[src/rtl/rr_stream_mux_if.sv]
// Stream bus for rr_stream_mux: N input channels with valid/ready/data,
// one registered output channel tagged with its source channel.
// With RR_STREAM_MUX_LOCK_EN defined, each input channel also carries in_last.
interface rr_stream_mux_if #(
    parameter int WIDTH = 8,
    parameter int N     = 4,
    parameter int SELW  = 2
);
    logic [N-1:0]       in_valid;
    logic [N*WIDTH-1:0] in_data;
    logic [N-1:0]       in_ready;
`ifdef RR_STREAM_MUX_LOCK_EN
    logic [N-1:0]       in_last;
`endif
    logic               out_valid;
    logic [WIDTH-1:0]   out_data;
    logic [SELW-1:0]    out_chan;
    logic               out_ready;

`ifdef RR_STREAM_MUX_LOCK_EN
    modport master (
        output in_valid, in_data, in_last, out_ready,
        input  in_ready, out_valid, out_data, out_chan
    );
    modport slave (
        input  in_valid, in_data, in_last, out_ready,
        output in_ready, out_valid, out_data, out_chan
    );
`else
    modport master (
        output in_valid, in_data, out_ready,
        input  in_ready, out_valid, out_data, out_chan
    );
    modport slave (
        input  in_valid, in_data, out_ready,
        output in_ready, out_valid, out_data, out_chan
    );
`endif
endinterface

[src/rtl/rr_stream_mux.sv]
// N-channel streaming mux with a single-entry registered output stage.
// mode=0: channel sel is passed through; mode=1: round-robin arbitration.
// Optional packet lock (round-robin holds a channel until in_last) is
// enabled by defining RR_STREAM_MUX_LOCK_EN.
module rr_stream_mux #(
    parameter int WIDTH = 8,
    parameter int N     = 4,
    parameter int SELW  = 2
) (
    input  logic            clk,
    input  logic            rst_n,
    input  logic            mode,
    input  logic [SELW-1:0] sel,
    rr_stream_mux_if.slave  bus
);

    logic             load;
    logic             grant_valid;
    logic [SELW-1:0]  grant;
    logic [WIDTH-1:0] grant_data;
    logic [N-1:0]     ready;
    logic [N-1:0]     onehot;
    int unsigned      idx;

    logic [SELW-1:0]  rr_ptr;
    logic             out_valid_q;
    logic [WIDTH-1:0] out_data_q;
    logic [SELW-1:0]  out_chan_q;

`ifdef RR_STREAM_MUX_LOCK_EN
    logic             lock;
    logic [SELW-1:0]  lock_chan;
`endif

    // The stage accepts a new beat when empty or when its beat drains this cycle.
    assign load = !out_valid_q | bus.out_ready;

    // Arbitration: fixed select or round-robin search starting after rr_ptr.
    always_comb begin
        grant_valid = 1'b0;
        grant       = '0;
        idx         = 0;
        onehot      = '0;
        if (!mode) begin
            // sel values at or above N never match, so they yield no grant.
            for (int unsigned i = 0; i < N; i++) begin
                if (sel == SELW'(i) && bus.in_valid[i]) begin
                    grant_valid = 1'b1;
                    grant       = SELW'(i);
                end
            end
        end else begin
            for (int unsigned k = 1; k <= N; k++) begin
                idx    = (32'(rr_ptr) + k) % N;
                onehot = N'(1) << idx;
`ifdef RR_STREAM_MUX_LOCK_EN
                if (!grant_valid && |(bus.in_valid & onehot) &&
                    (!lock || SELW'(idx) == lock_chan)) begin
`else
                if (!grant_valid && |(bus.in_valid & onehot)) begin
`endif
                    grant_valid = 1'b1;
                    grant       = SELW'(idx);
                end
            end
        end
    end

    // Steer ready to the granted channel and pick its data.
    always_comb begin
        ready      = '0;
        grant_data = '0;
        for (int unsigned i = 0; i < N; i++) begin
            if (grant == SELW'(i)) begin
                ready[i]   = load & grant_valid;
                grant_data = bus.in_data[i*WIDTH +: WIDTH];
            end
        end
    end

    // Output register, round-robin pointer and packet lock.
    always_ff @(posedge clk or negedge rst_n) begin
        if (!rst_n) begin
            out_valid_q <= 1'b0;
            out_data_q  <= '0;
            out_chan_q  <= '0;
            rr_ptr      <= SELW'(N-1);
`ifdef RR_STREAM_MUX_LOCK_EN
            lock        <= 1'b0;
            lock_chan   <= '0;
`endif
        end else begin
            if (load) begin
                if (grant_valid) begin
                    out_valid_q <= 1'b1;
                    out_data_q  <= grant_data;
                    out_chan_q  <= grant;
                    if (mode) begin
                        rr_ptr <= grant;
`ifdef RR_STREAM_MUX_LOCK_EN
                        lock      <= !bus.in_last[grant];
                        lock_chan <= grant;
`endif
                    end
                end else begin
                    out_valid_q <= 1'b0;
                end
            end
`ifdef RR_STREAM_MUX_LOCK_EN
            if (!mode) begin
                lock <= 1'b0;
            end
`endif
        end
    end

    assign bus.in_ready  = ready;
    assign bus.out_valid = out_valid_q;
    assign bus.out_data  = out_data_q;
    assign bus.out_chan  = out_chan_q;

endmodule

[src/flat_wrapper.sv]
// flat-port wrapper written by rule: the top's interface ports become plain ports
module rr_stream_mux_flat 
#(
    parameter int WIDTH = 8,
    parameter int N     = 4,
    parameter int SELW  = 2
)
  (clk, rst_n, mode, sel, bus_in_valid, bus_in_data, bus_out_ready, bus_in_ready, bus_out_valid, bus_out_data, bus_out_chan);
  rr_stream_mux_if #(.WIDTH(WIDTH), .N(N), .SELW(SELW)) bus_i ();
  input  logic clk;
  input  logic rst_n;
  input  logic mode;
  input  logic [SELW-1:0] sel;
  input wire logic [$bits(bus_i.in_valid)-1:0] bus_in_valid;
  input wire logic [$bits(bus_i.in_data)-1:0] bus_in_data;
  input wire logic [$bits(bus_i.out_ready)-1:0] bus_out_ready;
  output wire logic [$bits(bus_i.in_ready)-1:0] bus_in_ready;
  output wire logic [$bits(bus_i.out_valid)-1:0] bus_out_valid;
  output wire logic [$bits(bus_i.out_data)-1:0] bus_out_data;
  output wire logic [$bits(bus_i.out_chan)-1:0] bus_out_chan;
  assign bus_i.in_valid = bus_in_valid;
  assign bus_i.in_data = bus_in_data;
  assign bus_i.out_ready = bus_out_ready;
  assign bus_in_ready = bus_i.in_ready;
  assign bus_out_valid = bus_i.out_valid;
  assign bus_out_data = bus_i.out_data;
  assign bus_out_chan = bus_i.out_chan;
  rr_stream_mux #(.WIDTH(WIDTH), .N(N), .SELW(SELW)) u_core (.clk(clk), .rst_n(rst_n), .mode(mode), .sel(sel), .bus(bus_i));
endmodule
[config.mk]
export PLATFORM = sky130hd
export DESIGN_NAME = rr_stream_mux_flat
export DESIGN_NICKNAME = d
export VERILOG_FILES = /design/src/rtl/rr_stream_mux_if.sv /design/src/rtl/rr_stream_mux.sv /design/src/flat_wrapper.sv
export SDC_FILE = /design/constraint.sdc
export NUM_CORES = 1
export LEC_CHECK = 0
export ABC_AREA = 1
export BUFFER_PORTS_ARGS = -buffer_cell sky130_fd_sc_hd__buf_2
export CORE_ASPECT_RATIO = 1.4
export CORE_MARGIN = 2
export CORE_UTILIZATION = 50
export DETAILED_ROUTE_END_ITERATION = 7
export HOLD_SLACK_MARGIN = 0.03
export PLACE_DENSITY = 0.84
export SYNTH_ARGS = -nofsm -noshare
export SYNTH_HDL_FRONTEND = slang
export SYNTH_SLANG_ARGS = --single-unit
[constraint.sdc]
create_clock -name clk -period 6.7 [get_ports clk]
set_input_delay 0 -clock clk [delete_from_list [all_inputs] [get_ports clk]]
set_output_delay 0 -clock clk [all_outputs]
set_load 0.01 [all_outputs]
=== Word-level counts from Yosys, hierarchy flattened ===
Index checks and enable logic that the tools add are counted.

* Flip-flop bits (word level): 13
* Input bits: 42
* Output and inout bits: 15
* Logic and storage cells: 72

* Add/subtract/negate cells: 4
* Eq/ne operators: 6
* Shifts and indexed selects: 4
* Mux-type cells: 29
* Bitwise operators: 6
* Reductions and logical operators: 19

{| class="wikitable"
|+ Operator list
! cell !! count
|-
| $mux W8 || 4
|-
| $mux W1 || 18
|-
| $and A4 B4 Y4 || 4
|-
| $reduce_or A4 Y1 || 4
|-
| $shl A1 B2 Y4 const A || 4
|-
| $mux W2 || 7
|-
| $eq A2 B2 Y1 const B || 4
|-
| $logic_and A1 B1 Y1 || 7
|-
| $add A2 B1 Y2 const B || 2
|-
| $add A2 B2 Y2 const B || 2
|-
| $eq A2 B1 Y1 const B || 2
|-
| $logic_not A1 Y1 || 4
|-
| $logic_not A2 Y1 || 2
|-
| $reduce_and A3 Y1 || 1
|-
| $reduce_and A2 Y1 || 1
|-
| $and A1 B1 Y1 || 1
|-
| $or A1 B1 Y1 || 1
|}

=== Longest topological paths before layout ===
Gate-level depths: netlist of the first run.

* Word-level depth: 23
* Depth in mapped cells: 18
* Mapped depth without buffers: 17

=== Worst setup path before layout of the first run ===
Ideal clock, no wire load.

* Path type: flip-flop to flip-flop
* From: reg u_core.rr_ptr[0]
* To: reg u_core.out_data_q[1], in the netlist u_core.bus.out_data[1]
* Library setup time: 117 ps
* Arrival: 1990 ps
* Data required time: 6583 ps
* Setup slack: 4593 ps
* Stages on the path, launching flop included: 18
* Buffers on the path: 1
* Period minus slack after synthesis: 2107 ps
* Cell sequence: dfstp_2 > inv_1 > ha_1 > nand2_1 > nand2_1 > nor2_2 > nand3_1 > clkinv_1 > nand3_2 > nand2_2 > nand2_4 > nand2_8 > nand2_4 > buf_6 > o21ai_2 > inv_1 > nand2_1 > nand2_1

* Word-level cells in the longest chain between the ends: 23
* Elaborated cells on any way between the ends: 44
* Those cells by class: add/sub (4); eq/ne (3); shift (4); mux (17); bitwise (4); reduce/logical (12)

{| class="wikitable"
|+ RTL lines
! element !! line !! RTL
|-
| from (decl) || rr_stream_mux.sv:25 || <nowiki>logic [SELW-1:0] rr_ptr;</nowiki>
|-
| from (signal assigned) || rr_stream_mux.sv:87 || <nowiki>rr_ptr <= SELW'(N-1);</nowiki>
|-
| from (signal assigned) || rr_stream_mux.sv:99 || <nowiki>rr_ptr <= grant;</nowiki>
|-
| $add A2 B1 Y2 || rr_stream_mux.sv:54 || <nowiki>idx = (32'(rr_ptr) + k) % N;</nowiki>
|-
| $shl A1 B2 Y4 || rr_stream_mux.sv:55 || <nowiki>onehot = N'(1) << idx;</nowiki>
|-
| $and A4 B4 Y4 || rr_stream_mux.sv:60 || <nowiki>if (!grant_valid && |(bus.in_valid & onehot)) begin</nowiki>
|-
| $reduce_or A4 Y1 || rr_stream_mux.sv:60 ||
|-
| $mux W1 || rr_stream_mux.sv:60 ||
|-
| $mux W1 || rr_stream_mux.sv:44 || <nowiki>if (!mode) begin</nowiki>
|-
| $logic_not A1 Y1 || rr_stream_mux.sv:60 ||
|-
| $logic_and A1 B1 Y1 || rr_stream_mux.sv:60 ||
|-
| [4 not listed] || -- ||
|-
| $mux W1 || rr_stream_mux.sv:60 ||
|-
| $mux W1 || rr_stream_mux.sv:44 ||
|-
| $logic_not A1 Y1 || rr_stream_mux.sv:60 ||
|-
| $logic_and A1 B1 Y1 || rr_stream_mux.sv:60 ||
|-
| $mux W2 || rr_stream_mux.sv:60 ||
|-
| $mux W2 || rr_stream_mux.sv:44 ||
|-
| $logic_not A2 Y1 || rr_stream_mux.sv:74 || <nowiki>if (grant == SELW'(i)) begin</nowiki>
|-
| $mux W8 (4 in series) || rr_stream_mux.sv:74 ||
|-
| to (signal assigned) || rr_stream_mux.sv:96 || <nowiki>out_data_q <= grant_data;</nowiki>
|-
| to (decl) || rr_stream_mux.sv:27 || <nowiki>logic [WIDTH-1:0] out_data_q;</nowiki>
|}

Several ways; a longest one is shown, not always the timed one. The select of a mux whose other input is x is not followed.
A chain may end at the register's enable or synchronous reset.

=== Worst setup path after layout of the first run ===
* From: reg u_core.rr_ptr[0]
* To: out bus_in_ready[0]

* Word-level cells in the longest chain between the ends: 20
* Elaborated cells on any way between the ends: 38
* Those cells by class: add/sub (4); shift (4); mux (14); bitwise (5); reduce/logical (11)

{| class="wikitable"
|+ RTL lines
! element !! line !! RTL
|-
| $add A2 B1 Y2 || rr_stream_mux.sv:54 ||
|-
| $shl A1 B2 Y4 || rr_stream_mux.sv:55 ||
|-
| $and A4 B4 Y4 || rr_stream_mux.sv:60 ||
|-
| $reduce_or A4 Y1 || rr_stream_mux.sv:60 ||
|-
| $mux W1 || rr_stream_mux.sv:60 ||
|-
| $mux W1 || rr_stream_mux.sv:44 ||
|-
| $logic_not A1 Y1 || rr_stream_mux.sv:60 ||
|-
| $logic_and A1 B1 Y1 || rr_stream_mux.sv:60 ||
|-
| [4 not listed] || -- ||
|-
| $mux W1 || rr_stream_mux.sv:60 ||
|-
| $mux W1 || rr_stream_mux.sv:44 ||
|-
| $logic_not A1 Y1 || rr_stream_mux.sv:60 ||
|-
| $logic_and A1 B1 Y1 || rr_stream_mux.sv:60 ||
|-
| $mux W1 / $mux W2 (equally long branches) || rr_stream_mux.sv:60 ||
|-
| $mux W1 / $mux W2 (equally long branches) || rr_stream_mux.sv:44 ||
|-
| $and A1 B1 Y1 / $logic_not A2 Y1 (equally long branches) || rr_stream_mux.sv:75, rr_stream_mux.sv:74 ||
|-
| $mux W1 (*) || rr_stream_mux.sv:74 ||
|-
| to (decl) || flat_wrapper.sv:17 || <nowiki>output wire logic [$bits(bus_i.in_ready)-1:0] bus_in_ready;</nowiki>
|}

Every way passes the cells marked *; elsewhere a longest branch is shown, timed or not. The select of a mux whose other input is x is not followed.

==> out/results.ini, run 1 <==
[cells_and_area]
drive_gt1_share_pct=32.65
syn2layout_area_growth_pct=24.97
mostFrequentLayoutCell=nand2_1
final_core_util_pct=65.46
fin_nets=293
most-common-layout-cells=nand2_1, buf_2, nand4_1
stdcell_count=279
nFillCells=221
antennaDiodeCount=0

[hold_path]
hold_path_depth=5
min_path_type=primary input to register
hp-start=bus_in_data[26]

[routing]
drtPass1Iterations=4
num_vias=1418
ant_nets=0
wl_per_cell_um=10.89
drt-total-wl_mm=3.039
drcViolationCount=0
drt_iter0_drc=20
via_per_inst=5.082

[cts]
cts_resized=0
cts_buffers=3
cts_buffer_depth=2
cts.clk_slew.worst_paths_ns=0.07
cts_num_sinks=13
htreeDepth=1
insertion_delay_ns=0.27
clockRootBuffer=clkbuf_4
cts_tree=yes

[critical_path]
reg2reg_slack_ns=3.91
ff2ff_path_depth=10
cp_data_arrival_time_ns=3.11
worstPathRequired_ns=6.70
crit_fanout=15
end_kind=primary output
r2r-start=u_core.rr_ptr[0]
crit_type=register to primary output
crit_path_end=bus_in_ready[0]
r2r-end=u_core.bus.out_data[2]
crit_start=u_core.rr_ptr[0]
cp-start-kind=register

[power_and_ir_drop]
powerDensity_nw_per_um2=392.2
max-vdd-ir-drop_mv=0.2611
p_leak_uw=0.0008752

[placed_design]
place_hpwl_mm=2.530
io_buffers=56
dp_slack_ns=3.875
placedCellCount=273
gp_congestion=0.9403

[sta]
hold_ws_ns=0.02997
rsz0062_at_grt=false
post-route-min-period_ns=3.112
fmax_ghz=0.3213
maxSlewHeadroom_pct=35.57
finalSetupViolCount=0
fin_worst_skew_ns=0.007907
fin_crit_sh_pct=46.45
finalHoldViolations=0
setup_ws_ns=3.588
final_max_slew_viol_count=0
tns_ns=0
tightest_slew_ns=0.9630

[floorplan]
std_cell_rows=21
core-area_um2=2391
start_util_pct=52.38
die_w_um=46.30
die_area_um2=2927
die_y_um=63.22
top_level_ports=57

[grt]
grt_start_max_net_pins=18
grt_util_all_layers_pct=23.07
grt_pass1_vias=1302
grt_antenna_before_repair=0
grt_first_pass_wirelength_mm=5.188
grt-ovfl-total=0

[synth]
synthCells=190
syn_area_um2=1252
synth_area_per_cell_um2=6.592
synth.net_count=237
yosys-top-cells-area=dfrtp_1, nand2_1, nand4_1
synth_top_area_share_pct=21.98
synth_seq_cells=13
synth_area_leader_cell=dfrtp_1
synth_cell_types=27
seq_area_frac_synth_pct=26.17
ys_warn_count=0

[flow_run]
drv_cap=0

[outcome]
outcome=completed

-- metal layers --
| metal | global-route usage (%) | wire, µm | vias to the layer above |
|---|---|---|---|
| met2 | 43.06 | 1688 | 42 |
| li1 | - | - | 739 |
| met4 | 6.786 | 63 | 0 |
| met1 | 25.68 | 1149 | 631 |
| met5 | 0 | 0 | - |
| met3 | 2.006 | 137 | 6 |
-- critical path, stage by stage (launching register included) --
cell and delay (ns):
dfstp_2 0.59, ha_1 0.22, nand2_1 0.08, nand2_2 0.10
nor2_4 0.05, nand3_1 0.09, o31ai_1 0.09, nor2_1 0.74
clkinv_1 0.49, nor3_1 0.22, buf_2 0.16
-- flip-flops by register name (all words and copies together), names as in the netlist --
signal / count
u_core.bus.out_valid: 1
u_core.rr_ptr: 2
u_core.bus.out_data: 8
u_core.bus.out_chan: 2
-- worst min-delay path by stage --
| stage | slack (ns) | to |
|---|---|---|
| 2_1_floorplan | -0.30 | u_core.bus.out_chan[0] |
| 3_3_place_gp | -0.10 | u_core.bus.out_valid |
| 3_5_place_dp | -0.10 | u_core.bus.out_data[3] |
| 4_1_cts | 0.03 | u_core.bus.out_data[2] |
| 5_1_grt | 0.05 | u_core.bus.out_data[1] |
| 6_report | 0.03 | u_core.bus.out_data[2] |
-- stage by stage --
| stage | cell area, µm² | total power, µW |
|---|---|---|
| global placement | 1519 | 564.6 |
| CTS | 1565 | 616.8 |
| floorplan | 1252 | 480.3 |
| finish | 1565 | 613.8 |
| global route | 1565 | 676.6 |
| detailed placement | 1519 | 569.3 |
-- area by class of cell --
class	count	area (µm²)	area share, %
multi-input combinational	151	797.0	50.92
sequential	13	327.8	20.94
inverter	19	71.32	4.556
clock buffer	4	26.28	1.679
timing repair buffer	58	300.3	19.18
tap	34	42.54	2.718
-- power by group --
part           internal [µW]  total [µW]  switching, µW
Sequential               118         141           23.2
Clock                   23.0        47.0           24.0
Combinational            152         426            274
-- cells by family after synthesis --
| kind of cell | synth area share (%) |
|---|---|
| flip-flops | 26.17 |
| buffers and inverters | 10.19 |
| AO/OA/AOI/OAI | 7.592 |
| adder cells (fa/ha/maj) | 4.995 |
| AND/OR/NAND/NOR | 51.05 |
-- Yosys cell counts, drive strengths merged --
| cell type | instances |
|---|---|
| nand2 | 68 |
| nand4 | 20 |
| nor2 | 19 |
| buf | 6 |
| dfrtp | 11 |
| o21ai | 11 |
| nand3 | 19 |
| or2 | 3 |
| a211oi | 1 |
| a21oi | 2 |
| clkbuf | 1 |
| nor3 | 2 |
| ha | 5 |
| clkinv | 2 |
| o31ai | 1 |
| dfstp | 2 |
| inv | 17 |
-- what timing repair did --
item	in CTS	in global routing
hold buffers	2	0
hold endpoints to repair	14	0
buffers inserted	0	0
Power figures use the tool's default switching activity.
==> run 2, diff against run 1 <==
CORE_UTILIZATION = 47   (was 50)
PLACE_DENSITY = 0.8   (was 0.84)
clock period = 3.1 ns   (was 6.7 ns; I/O delays follow)
==> run 2 against run 1 <==
  * Utilization decreased by 4.8 points
  * Critical path depth unchanged
  * Clock skew decreased by 0.0045 ns
  * Total power increased by 120%
  * Non-clock buffer count unchanged
  * Final area increased by 0.32%
  * Largest cell class unchanged
  * Highest routed layer unchanged
==> out/results.ini, run 2 (synthesis results as in run 1) <==
[outcome]
outcome=completed

[cells_and_area]
most-common-layout-cells=nand2_1, buf_2, nand4_1
fin_nets=293  ; unchanged
final_core_util_pct=60.69  ; -4.8 points
drive_gt1_share_pct=33.06  ; +0.41 points
antennaDiodeCount=0  ; unchanged
largest_reg_flops=8  ; unchanged
syn2layout_area_growth_pct=25.37
mostFrequentLayoutCell=nand2_1

[sta]
hold_ws_ns=0.03468  ; +0.004710 ns
finalSetupViolCount=0  ; unchanged
setup_ws_ns=0.3756  ; -3.213 ns
post-route-min-period_ns=2.724
fin_crit_sh_pct=87.88
tightest_slew_ns=0.5867  ; -0.3763 ns
rsz0062_at_grt=false
fmax_ghz=0.3671
maxSlewHeadroom_pct=60.85  ; +25 points
finalHoldViolations=0  ; unchanged
fin_worst_skew_ns=0.003449  ; -0.004458 ns
final_max_slew_viol_count=0  ; unchanged
tns_ns=0  ; unchanged

[floorplan]
core-area_um2=2587  ; +8.2%
die_w_um=47.63  ; +2.9%
die_area_um2=3100  ; +5.9%
die_y_um=65.08  ; +2.9%
std_cell_rows=22  ; +4.8%
start_util_pct=48.40  ; -4.0 points
top_level_ports=57  ; unchanged

[cts]
cts_num_sinks=13  ; unchanged
insertion_delay_ns=0.26  ; about the same
cts_buffers=3  ; unchanged
htreeDepth=1  ; unchanged
cts.clk_slew.worst_paths_ns=0.08  ; about the same
post_cts_buffers=0  ; unchanged
clockRootBuffer=clkbuf_4
cts_tree=yes
cts_buffer_depth=2  ; unchanged

[routing]
drt_iter0_drc=20  ; unchanged
drcViolationCount=0  ; unchanged
wl_per_cell_um=11.56  ; +6.1%
drt-total-wl_mm=3.249  ; +6.9%
ant_nets=0  ; unchanged
num_vias=1404  ; -0.99%
drtPass1Iterations=4  ; unchanged
via_per_inst=4.996  ; -1.7%

[grt]
grt_util_all_layers_pct=22.34  ; -0.73 points
grt_first_pass_wirelength_mm=5.202  ; +0.27%
grt_pass1_vias=1294  ; -0.61%
grt_start_max_net_pins=18  ; unchanged
grt_antenna_before_repair=0  ; unchanged
grt-ovfl-total=0  ; unchanged

[critical_path]
r2r-start=u_core.rr_ptr[0]
crit_type=register to primary output
critical_path_buf_inv_count=2  ; unchanged
crit_start=u_core.rr_ptr[0]
cpPeakStageDelay_ns=0.59  ; -0.15 ns
worstPathRequired_ns=3.10  ; -3.60 ns
crit_family=simple AND/OR/NAND/NOR gates
cp-start-kind=register
crit_fanout=15  ; unchanged
critical_path.cell_chain=ha_1 -> nand2_1 -> nand2_2 -> nor2_4 -> nand3_1 -> o31ai_1 -> nor2_2 -> clkinv_1 -> nor3_1 -> buf_2
end_kind=primary output
cp_data_arrival_time_ns=2.72  ; -0.39 ns
critPathSlowestCell=dfstp_2

[power_and_ir_drop]
max-vdd-ir-drop_mv=0.4461  ; +71%
p_leak_uw=0.0008753  ; about the same
powerDensity_nw_per_um2=847.8  ; +120%
p_total_uw=1331  ; +120%

[placed_design]
place_hpwl_mm=2.627  ; +3.8%
gp_congestion=0.9272  ; -1.4%
dp_slack_ns=0.3026  ; -3.573 ns
io_buffers=56  ; unchanged

[hold_path]
min_path_type=primary input to register
hp-start=bus_in_data[26]

[flow_run]
drv_cap=0  ; unchanged

-- run 2: cell counts in the layout (fill, tap and decap cells not counted) --
No cell type changed its count.
-- run 2: worst paths after layout --
| path | slack (ns) | end | cells past startpoint |
|---|---|---|---|
| setup / recovery | 0.38 | bus_in_ready[0] | 10 |
| hold / removal | 0.03 | u_core.bus.out_data[2] | 5 |
| setup reg to reg | 0.65 | u_core.bus.out_data[4] | 16 |
| hold reg to reg | 0.48 | u_core.bus.out_chan[0] | 2 |
| max in group asynchronous | 2.67 | u_core.rr_ptr[1] | 2 |
| min in group asynchronous | 0.15 | u_core.bus.out_data[3] | 2 |
-- run 2: stage by stage --
stage,instance area (µm²),instances
final,1570,281
after detailed placement,1521,275
after global routing,1570,281
after CTS,1568,281
after global placement,1521,275
after floorplan,1252,190
-- run 2: power breakdown --
group	total [µW]	switching (µW)	internal [µW]
logic	922	596	327
clock network	100	50.8	49.6
registers	309	53.6	255
total	1330	700	631
-- run 2: cell type report --
class / count / area (µm²)
fill: 287 / 1017
multi-input combinational: 151 / 799.5
sequential: 13 / 327.8
timing repair buffer: 58 / 300.3
inverter: 19 / 71.32
tap: 36 / 45.04
clock buffer: 4 / 26.28
-- run 2: tightest hold or removal path: stages --
cell and delay [ns]:
buf_2 0.08, o21ai_2 0.05, inv_1 0.04, nand2_1 0.04
nand2_1 0.05
-- run 2: what timing repair did --
action	CTS	global route
hold buffers	2	0
resized for setup	0	1
endpoints found under the setup margin	0	2
endpoints found under the hold margin	14	0
-- run 2: layer usage --
metal | vias up | share of wire [%] | routed length, µm | GRT usage, %
met3 | 2 | 3.2 | 104 | 1.114
met1 | 629 | 39 | 1256 | 24.03
met5 | - | 0 | 0 | 0
met2 | 32 | 57 | 1868 | 44.09
met4 | 0 | 0.58 | 19 | 4.730
li1 | 741 | - | - | -
==> run 3, diff against run 2 <==
CORE_UTILIZATION = 25   (was 47)
PLACE_DENSITY = default   (was 0.8)
==> run 3 against run 2 <==
  * Combinational power grew 2%
  * Critical path depth grew 1
  * Via count is essentially flat
  * Utilization shrank 27 points
  * Clock-buffer cell count is the same
  * Sequential power is essentially flat
  * Sequential cell count is the same
  * Register-to-register slack is essentially flat
  * Final area grew 3.7%
  * Fmax grew 5.7%
  * Routed wire length grew 12%
  * Die area grew 81%
==> out/results.ini, run 3 (synthesis results as in run 1) <==
[outcome]
outcome=completed

[hold_path]
hold_path_depth=5  ; unchanged
hold_end=u_core.bus.out_data[1]
min_path_type=primary input to register
hp-start=bus_in_data[25]

[sta]
tightest_slew_ns=0.5639  ; -0.02280 ns
setup_ws_ns=0.5230  ; +0.1474 ns
maxSlewHeadroom_pct=62.32  ; +1.5 points
rsz0062_at_grt=false
finalHoldViolations=0  ; unchanged
tns_ns=0  ; unchanged
hold_ws_ns=0.06406  ; +0.02938 ns
post-route-min-period_ns=2.577  ; -0.1474 ns
fin_crit_sh_pct=83.13  ; -4.8 points
fmax_ghz=0.3880  ; +5.7%
fin_worst_skew_ns=0.005449  ; +0.002000 ns
finalSetupViolCount=0  ; unchanged
final_max_slew_viol_count=0  ; unchanged

[power_and_ir_drop]
pwr-share-clk_pct=10.6  ; +3.1 points
power_frac_comb_pct=67.2  ; -2.1 points
p_seq_share_pct=22.2  ; -1.0 points
powerDensity_nw_per_um2=856.1  ; +0.98%
max-vdd-ir-drop_mv=0.3175  ; -29%
p_switching_uw=720.2  ; +2.9%
p_int_uw=674.4  ; +6.9%
sw_frac_of_total_pct=51.64  ; -0.95 points
p_leak_uw=0.0008842  ; +1.0%

[routing]
drt-total-wl_mm=3.625  ; +12%
num_vias=1405  ; +0.071%
wl_per_cell_um=11.73  ; +1.5%
drtPass1Iterations=4  ; unchanged
drt_iter0_drc=58  ; +190%
ant_nets=0  ; unchanged
drcViolationCount=0  ; unchanged
via_per_inst=4.547  ; -9.0%

[grt]
grt_antenna_before_repair=0  ; unchanged
grt_pass1_vias=1371  ; +6.0%
grt_util_all_layers_pct=13.32  ; -9.0 points
grt_first_pass_wirelength_mm=6.051  ; +16%
grt_start_max_net_pins=18  ; unchanged
grt-ovfl-total=0  ; unchanged

[placed_design]
dp_slack_ns=0.1725  ; -0.1301 ns
gp_congestion=0.8035  ; -13%
place_hpwl_mm=2.962  ; +13%
io_buffers=56  ; unchanged

[cts]
insertion_delay_ns=0.24  ; -0.02 ns
htreeDepth=1  ; unchanged
cts.clk_slew.worst_paths_ns=0.06  ; -0.02 ns
cts_buffers=3  ; unchanged
cts_tree=yes
post_cts_buffers=0  ; unchanged
clockRootBuffer=clkbuf_8
cts_num_sinks=13  ; unchanged
cts_buffer_depth=2  ; unchanged

[critical_path]
cp-start-kind=register
end_kind=primary output
crit_fanout=15  ; unchanged
r2r-start=u_core.rr_ptr[0]
cp_data_arrival_time_ns=2.58  ; -0.14 ns
crit_type=register to primary output
reg2reg_slack_ns=0.64  ; about the same
worstPathRequired_ns=3.10  ; about the same
ff2ff_path_depth=16  ; unchanged
r2r-end=u_core.bus.out_data[4]

[floorplan]
die_area_um2=5600  ; +81%
core-area_um2=4842  ; +87%
std_cell_rows=30  ; +36%
die_y_um=87.75  ; +35%
die_w_um=63.82  ; +34%
top_level_ports=57  ; unchanged
start_util_pct=25.87  ; -23 points

[cells_and_area]
most-common-layout-cells=nand2_1, buf_2, nand4_1
fin_nets=293  ; unchanged
syn2layout_area_growth_pct=30.07
antennaDiodeCount=0  ; unchanged
largest_reg_flops=8  ; unchanged
drive_gt1_share_pct=33.06  ; unchanged
final_core_util_pct=33.64  ; -27 points
mostFrequentLayoutCell=nand2_1

[flow_run]
drv_cap=0  ; unchanged

-- run 3: cell count changes in the layout (fill, tap and decap cells not counted) --
cell      previous run  this run
clkbuf_4             3         0
clkbuf_8             0         3
nor2_2               3         2
nor2_4               1         2
-- run 3: how the worst max path moves through the flow --
stage | slack (ns) | endpoint | cells after the start | startpoint
floorplan | 0.99 | u_core.bus.out_data[1] | 17 | u_core.rr_ptr[0]
global placement | 0.33 | bus_in_ready[0] | 10 | u_core.rr_ptr[0]
detailed placement | 0.17 | bus_in_ready[0] | 10 | u_core.rr_ptr[1]
CTS | 0.28 | bus_in_ready[0] | 10 | u_core.rr_ptr[1]
global route | 0.22 | bus_in_ready[0] | 11 | u_core.rr_ptr[0]
finish | 0.52 | bus_in_ready[0] | 11 | u_core.rr_ptr[0]
-- run 3: timing repair --
item                                   in CTS  in global routing
setup endpoints to repair                   2                  1
endpoints found under the hold margin      14                  0
resized for setup                           1                  1
hold buffers                                2                  0
-- run 3: power groups by stage --
stage | Combinational (µW) | Sequential, µW | Clock [µW]
after floorplan | 704 | 334 | 0
after global placement | 940 | 312 | 0
after detailed placement | 948 | 312 | 0
after CTS | 954 | 311 | 153
after global routing | 1070 | 319 | 165
final | 937 | 310 | 148
-- run 3: stage by stage --
step | total power (µW) | instances | area, µm²
floorplan | 1038 | 190 | 1252
global placement | 1252 | 303 | 1556
detailed placement | 1260 | 303 | 1556
CTS | 1418 | 309 | 1624
global route | 1550 | 309 | 1629
finish | 1395 | 309 | 1629
-- run 3: routing by layer --
metal | track usage (%) | up-vias | share of wire (%)
met3 | 2.314 | 4 | 5.8
met5 | 0 | - | 0
met2 | 25.47 | 37 | 53
met4 | 3.557 | 0 | 0.69
met1 | 15.02 | 630 | 40
li1 | - | 734 | -
-- run 3: worst max-delay path, cell delays in order, from the launching register on --
cell and delay [ns]:
dfstp_2 0.58, inv_1 0.09, ha_1 0.24, nand2_1 0.08, nand2_1 0.08, nor2_2 0.17, nand3_1 0.12, o31ai_1 0.41
nor2_4 0.16, clkinv_1 0.19, nor3_1 0.06, buf_2 0.14
-- run 3: cell type report --
class                           count  area (µm²)
Clock buffer                        4       45.04
Multi-Input combinational cell    151       804.5
Fill cell                         552        3213
Tap cell                           64       80.08
Inverter                           19       71.32
Sequential cell                    13       327.8
Timing Repair Buffer               58       300.3
